$ cat src/rtl/fifo_wptr_full.sv
// -----------------------------------------------------------------------------
// fifo_wptr_full
// Write-side controller of the async FIFO. Drives the write port of
// dualport_mem, keeps the binary/Gray write pointers, synchronises the
// read-domain Gray pointer into w_clk and produces registered full, sticky
// overflow and a pessimistic fill level.
//
// Optional feature macro: FIFO_AFULL_EN (adds the registered w_afull port).
//
// Ports
//   w_clk       in   write-domain clock, all state on posedge
//   w_rst       in   synchronous active-high reset
//   w_inc       in   push request
//   r_ptr_gray  in   read-domain Gray pointer (asynchronous to w_clk)
//   w_en        out  memory write enable
//   w_addr      out  memory write address
//   w_ptr_gray  out  registered Gray write pointer, to the read domain
//   w_full      out  registered full flag
//   w_overflow  out  sticky: push attempted while full
//   w_count     out  registered fill level 0..DEPTH (pessimistic)
//   w_afull     out  registered almost-full (FIFO_AFULL_EN only)
// -----------------------------------------------------------------------------
module fifo_wptr_full #(
  parameter int DEPTH        = 16,
  parameter int SYNC_STAGES  = 2,
  parameter int AFULL_THRESH = 12,
  localparam int ADDR_W      = $clog2(DEPTH)
) (
  input  logic              w_clk,
  input  logic              w_rst,
  input  logic              w_inc,
  input  logic [ADDR_W:0]   r_ptr_gray,
  output logic              w_en,
  output logic [ADDR_W-1:0] w_addr,
  output logic [ADDR_W:0]   w_ptr_gray,
  output logic              w_full,
  output logic              w_overflow,
  output logic [ADDR_W:0]   w_count
`ifdef FIFO_AFULL_EN
  ,
  output logic              w_afull
`endif
);

  // Elaboration-time legality checks on the configuration.
  if (DEPTH < 4 || (DEPTH & (DEPTH - 1)) != 0) begin : g_bad_depth
    $error("fifo_wptr_full: DEPTH must be a power of 2 and >= 4");
  end
  if (SYNC_STAGES < 2 || SYNC_STAGES > 4) begin : g_bad_sync
    $error("fifo_wptr_full: SYNC_STAGES must be 2..4");
  end
  if (AFULL_THRESH < 1 || AFULL_THRESH > DEPTH - 1) begin : g_bad_afull
    $error("fifo_wptr_full: AFULL_THRESH must be 1..DEPTH-1");
  end

  logic [ADDR_W:0] w_bin;
  logic [ADDR_W:0] sync_q [SYNC_STAGES];
  logic [ADDR_W:0] rq;
  logic [ADDR_W:0] bnext;
  logic [ADDR_W:0] gnext;
  logic [ADDR_W:0] full_cmp;
  logic [ADDR_W:0] count_next;
  logic            accept;
  logic            full_next;

  function automatic logic [ADDR_W:0] gray2bin(input logic [ADDR_W:0] g);
    logic [ADDR_W:0] b;
    b[ADDR_W] = g[ADDR_W];
    for (int i = ADDR_W - 1; i >= 0; i--) begin
      b[i] = b[i+1] ^ g[i];
    end
    return b;
  endfunction

  // Reset also blocks the memory write so nothing lands while pointers clear.
  assign accept = w_inc & ~w_full & ~w_rst;
  assign w_en   = accept;
  assign w_addr = w_bin[ADDR_W-1:0];

  assign rq = sync_q[SYNC_STAGES-1];

  always_comb begin
    bnext      = w_bin + {{ADDR_W{1'b0}}, accept};
    gnext      = bnext ^ (bnext >> 1);
    // Full in Gray space: top two bits inverted, the rest equal.
    full_cmp   = {~rq[ADDR_W:ADDR_W-1], rq[ADDR_W-2:0]};
    full_next  = (gnext == full_cmp);
    count_next = bnext - gray2bin(rq);
  end

  // Plain flop chain: nothing but Gray values cross, no logic between stages.
  always_ff @(posedge w_clk) begin
    if (w_rst) begin
      for (int i = 0; i < SYNC_STAGES; i++) begin
        sync_q[i] <= '0;
      end
    end else begin
      sync_q[0] <= r_ptr_gray;
      for (int i = 1; i < SYNC_STAGES; i++) begin
        sync_q[i] <= sync_q[i-1];
      end
    end
  end

  always_ff @(posedge w_clk) begin
    if (w_rst) begin
      w_bin      <= '0;
      w_ptr_gray <= '0;
      w_full     <= 1'b0;
      w_overflow <= 1'b0;
      w_count    <= '0;
    end else begin
      w_bin      <= bnext;
      w_ptr_gray <= gnext;
      w_full     <= full_next;
      w_count    <= count_next;
      if (w_inc && w_full) begin
        w_overflow <= 1'b1;
      end
    end
  end

`ifdef FIFO_AFULL_EN
  localparam logic [ADDR_W:0] AFULL_LVL = AFULL_THRESH[ADDR_W:0];

  always_ff @(posedge w_clk) begin
    if (w_rst) begin
      w_afull <= 1'b0;
    end else begin
      w_afull <= (count_next >= AFULL_LVL);
    end
  end
`endif

endmodule
$ cat config.mk
export PLATFORM = sky130hd
export DESIGN_NAME = fifo_wptr_full
export DESIGN_NICKNAME = d
export VERILOG_FILES = /design/src/rtl/fifo_wptr_full.sv
export SDC_FILE = /design/constraint.sdc
export NUM_CORES = 1
export LEC_CHECK = 0
export BUFFER_PORTS_ARGS = -buffer_cell sky130_fd_sc_hd__buf_2
export CAP_MARGIN = 10
export CORE_AREA = 2 2 52 54
export CTS_CLUSTER_SIZE = 40
export DETAILED_ROUTE_END_ITERATION = 10
export DIE_AREA = 0 0 54 56
export GPL_TIMING_DRIVEN = 0
export PLACE_DENSITY = 0.73
export RECOVER_POWER = 50
export SETUP_SLACK_MARGIN = 0.3
export SYNTH_ARGS = -nofsm -noshare
export SYNTH_HDL_FRONTEND = slang
export SYNTH_SLANG_ARGS = --single-unit
$ cat constraint.sdc
create_clock -name w_clk -period 2.49 [get_ports w_clk]
set_clock_uncertainty 0.1 [all_clocks]
set_input_delay 0.498 -clock w_clk [delete_from_list [all_inputs] [get_ports w_clk]]
set_output_delay 0.498 -clock w_clk [all_outputs]
set_load 0.05 [all_outputs]
# Word level (Yosys, flattened, before mapping)
# Memory sizes are Yosys's and may differ from the RTL's.
# Cells that the tools add are included.
dict set report op_classes {
  muxes 5
  bitwise_logic 12
  reduce_logical 1
  add_sub_neg 2
  n_eq_ne 1
}
# cell count
set op_table {}
lappend op_table {{5-bit 2-to-1 mux} 2}
lappend op_table {{5-bit by 1-bit adder with 5-bit output} 1}
lappend op_table {{5-bit equality test} 1}
lappend op_table {{5-bit subtractor} 1}
lappend op_table {{5-bit by 4-bit XOR with 5-bit output} 1}
lappend op_table {{1-bit XOR} 4}
lappend op_table {{1-bit 2-to-1 mux} 3}
lappend op_table {{1-bit AND} 2}
lappend op_table {{1-bit NOT} 2}
lappend op_table {{2-bit NOT} 1}
lappend op_table {{1-bit OR} 2}
lappend op_table {{1-bit logical AND} 1}
dict set report word_totals {
  word_cells 27
  register_bits 17
  n_memories 1
  out_inout_bits 17
  ram_bits 10
}
# memory words width read_ports rd_clocked_by_memory_dff wr line
set memory_table {}
lappend memory_table {sync_q 2 5 2 0 2 57} ;# logic [ADDR_W:0] sync_q [SYNC_STAGES];

# Longest topological paths before layout
dict set report depth {
  ltp_word 6
  depth_mapped 11
}

# Worst setup path before layout
# No wires, ideal clock.
dict set report synth_path {
  path_kind {input-to-reg}
  startpoint {input w_rst}
  endpoint {register w_full}
  setup_ps 103
  path_stages 9
  path_buffers 1
  t_required_ps 2287
  arrival_time_ps 3693
  path_slack_ps -1406
  cell_sequence {clkbuf_1 > nor3b_1 > ha_1 > ha_1 > nand3_1 > xor2_1 > xor2_1 > or3_1 > a2111oi_2}
}
dict set report synth_via {
  elab_chain_len 5
}
# element line
set synth_rtl {}
lappend synth_rtl {{from (decl)} 30} ;# input logic w_rst,
lappend synth_rtl {{1-bit NOT} 76} ;# assign accept = w_inc & ~w_full & ~w_rst;
lappend synth_rtl {{1-bit AND} 76}
lappend synth_rtl {{named net w_en} 33} ;# output logic w_en,
lappend synth_rtl {{5-bit by 1-bit adder with 5-bit output} 83} ;# bnext = w_bin + {{ADDR_W{1'b0}}, accept};
lappend synth_rtl {{5-bit by 4-bit XOR with 5-bit output} 84} ;# gnext = bnext ^ (bnext >> 1);
lappend synth_rtl {{5-bit equality test} 87} ;# full_next = (gnext == full_cmp);
lappend synth_rtl {{to (signal assigned)} 115} ;# w_full <= full_next;
lappend synth_rtl {{to (decl)} 36} ;# output logic w_full,
# The timed path passes the listed nets, and every way through them passes these cells.
# A chain may end at the register's enable or synchronous reset.

==> results.json <==
{
  "max_freq_mhz": 406.9,
  "required_ns": 2.58,
  "place_inst": 155,
  "leakage_nw": 0.6132,
  "status": "complete, no violations",
  "netlist_instances": 101,
  "whs_ns": 0.2885,
  "die_w_um": 54,
  "antenna_found_initial": 0,
  "power_mw": 0.8738,
  "start_util_pct": 44.14,
  "nNetsFinal": 151,
  "dp_hpwl_um": 1439,
  "rows": 18,
  "power_density_mw_per_mm2": 600.0,
  "clockRootBuffer": "clkbuf_4",
  "cts_tree": "yes",
  "grt_max_degree": 14,
  "n_antenna_cell": 0,
  "clkSlewWorstSetupHoldPaths_ns": 0.13,
  "synth_fp_nets": 116,
  "cp-start-kind": "flop",
  "report.final.slew_viol_count": 0,
  "post-route-drc-count": 0,
  "dieArea_sq_mm": 0.003024,
  "overflow": 0,
  "cp.arrival_ns": 2.54,
  "cts_buffers": 3,
  "tightest_slew_ns": 0.5930,
  "first_pass_iters": 4,
  "core_sq_mm": 0.002432,
  "synth_seq_cells": 26,
  "ys_warn_count": 0,
  "synthesis.area_sq_mm": 0.001074,
  "critPathMaxFanout": 2,
  "vias": 762,
  "ys_types": 20,
  "clockBufferDepth": 2,
  "cap_violations": 0,
  "critPathKind": "reg2reg",
  "grt_pass1_vias": 772,
  "gp_congestion": 0.8364,
  "die_h_um": 56,
  "peakVddDrop_v": 0.0004937,
  "synth.avg_cell_area_sq_um": 10.63,
  "final_util_pct": 59.88,
  "syn_to_final_growth_pct": 35.66,
  "hp-class": "in2reg",
  "ant_nets": 0,
  "end_kind": "flop",
  "grt_pass1_wl_um": 3381,
  "rsz0062_at_grt": "yes",
  "cts.sinks": 26,
  "htree_levels": 1,
  "grt_usage_pct": 15.41,
  "setup_viol": 0,
  "drt-wirelength-per-cell_um": 12.24,
  "io_buffer_count": 24,
  "drt-total-wl_um": 2007,
  "ys_seq_area_share_pct": 48.48,
  "io_pins": 25,
  "final_cell_count_no_fill": 164,
  "vias_per_cell": 4.646,
  "min_period_ns": 2.458,
  "drive_gt1_share_pct": 36.57,
  "relSlewSlack_pct": 60.64,
  "drt_iter0_drc": 7,
  "rrSetupSlack_ns": 0.03,
  "fillers": 195,
  "period_share_pct": 98.71,
  "clock_latency_ns": 0.31,
  "hold_viol": 0
}
metal layers:
metal	global-route usage [%]	vias up	share of wire, %
met5	0	-	0
met4	6.429	0	0.75
met3	2.419	2	3.6
met2	25.26	17	54
met1	19.52	354	41
li1	-	389	-
final cells by class:
cell class                      instances  area (sq um)  share of cell area (%)
Multi-Input combinational cell         71         678.2                   46.56
Buffer                                  2         28.78                   1.976
Sequential cell                        26         523.0                   35.91
Timing Repair Buffer                   30         156.4                   10.74
Inverter                                2         10.01                  0.6873
Tap cell                               30         37.54                   2.577
Clock buffer                            3         22.52                   1.546
metrics by stage:
stage	worst slack (ns)	cell area (sq um)	setup TNS [ns]
after global routing	-0.09055	1456	-0.09940
after floorplan	-0.2964	1181	-0.7613
final	0.03216	1456	0
after CTS	-0.03136	1426	-0.03136
after global placement	-0.2640	1339	-0.5959
after detailed placement	-0.3139	1339	-0.7713
layout by cell type (no fill, tap or decap), drive strengths merged:
master   Yosys  final
xnor3        1      1
inv          2      2
buf          0     23
a21o         2      2
clkbuf       2     12
a2111oi      1      1
fa           1      1
nor2b       16     16
nand2        1      1
a21oi        5      5
xnor2        9      9
or3          2      2
and3         1      1
dfxtp       26     26
nand3        3      3
o21ai        1      1
nor2        11     11
xor2        10     10
nor3b        1      1
ha           6      6
registers in the layout, indices dropped and copies added, names as in the netlist:
name and cells:
w_count 5, w_ptr_gray 5, w_bin 4, w_full 1, w_overflow 1, sync_q 10
final timing paths:
path,startpoint,to,cells past startpoint
setup / recovery,sync_q[0][9]$_SDFF_PP0_,w_count[4]$_SDFF_PP0_,11
hold / removal,r_ptr_gray[1],sync_q[0][1]$_SDFF_PP0_,2
setup reg to reg,sync_q[0][9]$_SDFF_PP0_,w_count[4]$_SDFF_PP0_,11
hold reg to reg,sync_q[0][4]$_SDFF_PP0_,sync_q[0][9]$_SDFF_PP0_,1
power by group:
| group | leakage (nW) | switching [mW] | total, mW | internal, mW |
|---|---|---|---|---|
| logic | 0.385 | 0.154 | 0.248 | 0.0941 |
| clock network | 0.0138 | 0.114 | 0.170 | 0.0565 |
| registers | 0.214 | 0.0109 | 0.456 | 0.445 |
| total | 0.613 | 0.279 | 0.874 | 0.595 |
worst max-delay path: stages, from the launching register on:
cell and delay, ns:
dfxtp_2 0.35, xnor2_2 0.21, xor2_2 0.24, xor2_2 0.23
xnor2_2 0.15, ha_4 0.15, inv_2 0.04, fa_2 0.34
a21o_1 0.17, a21oi_2 0.12, xor2_1 0.16, nor2_1 0.07
Yosys cell counts (all sizes together):
| library cell | n | area share (%) |
|---|---|---|
| dfxtp | 26 | 48 |
| nor2b | 16 | 9.3 |
| nor2 | 11 | 3.8 |
| xor2 | 10 | 8.9 |
| xnor2 | 9 | 7.3 |
| ha | 6 | 7.0 |
| a21oi | 5 | 2.3 |
| nand3 | 3 | 1.4 |
| a21o | 2 | 1.4 |
| clkbuf | 2 | 0.70 |
| inv | 2 | 0.70 |
| or3 | 2 | 1.2 |
| a2111oi | 1 | 1.4 |
| and3 | 1 | 0.58 |
| fa | 1 | 1.9 |
| nand2 | 1 | 0.35 |
| nor3b | 1 | 0.70 |
| o21ai | 1 | 0.47 |
| xnor3 | 1 | 2.1 |
logic make-up (layout without fill, tap and decap cells):
group / count (synthesis) / in the layout / share of synthesized area, %
AOI/OAI and AO/OA: 9 / 9 / 5.593
and+or+nand+nor: 35 / 35 / 17.37
buffers and inverters: 4 / 37 / 1.399
adders and majority gates: 7 / 7 / 8.858
xor gates and xnor gates: 20 / 20 / 18.30
DFF: 26 / 26 / 48.48
repair_timing:
action	CTS	global route
pin swaps	5	5
hold buffers	0	0
setup buffers	4	2
setup endpoints to repair	5	5
resized for setup	6	4
(Power assumes the default switching activity.)
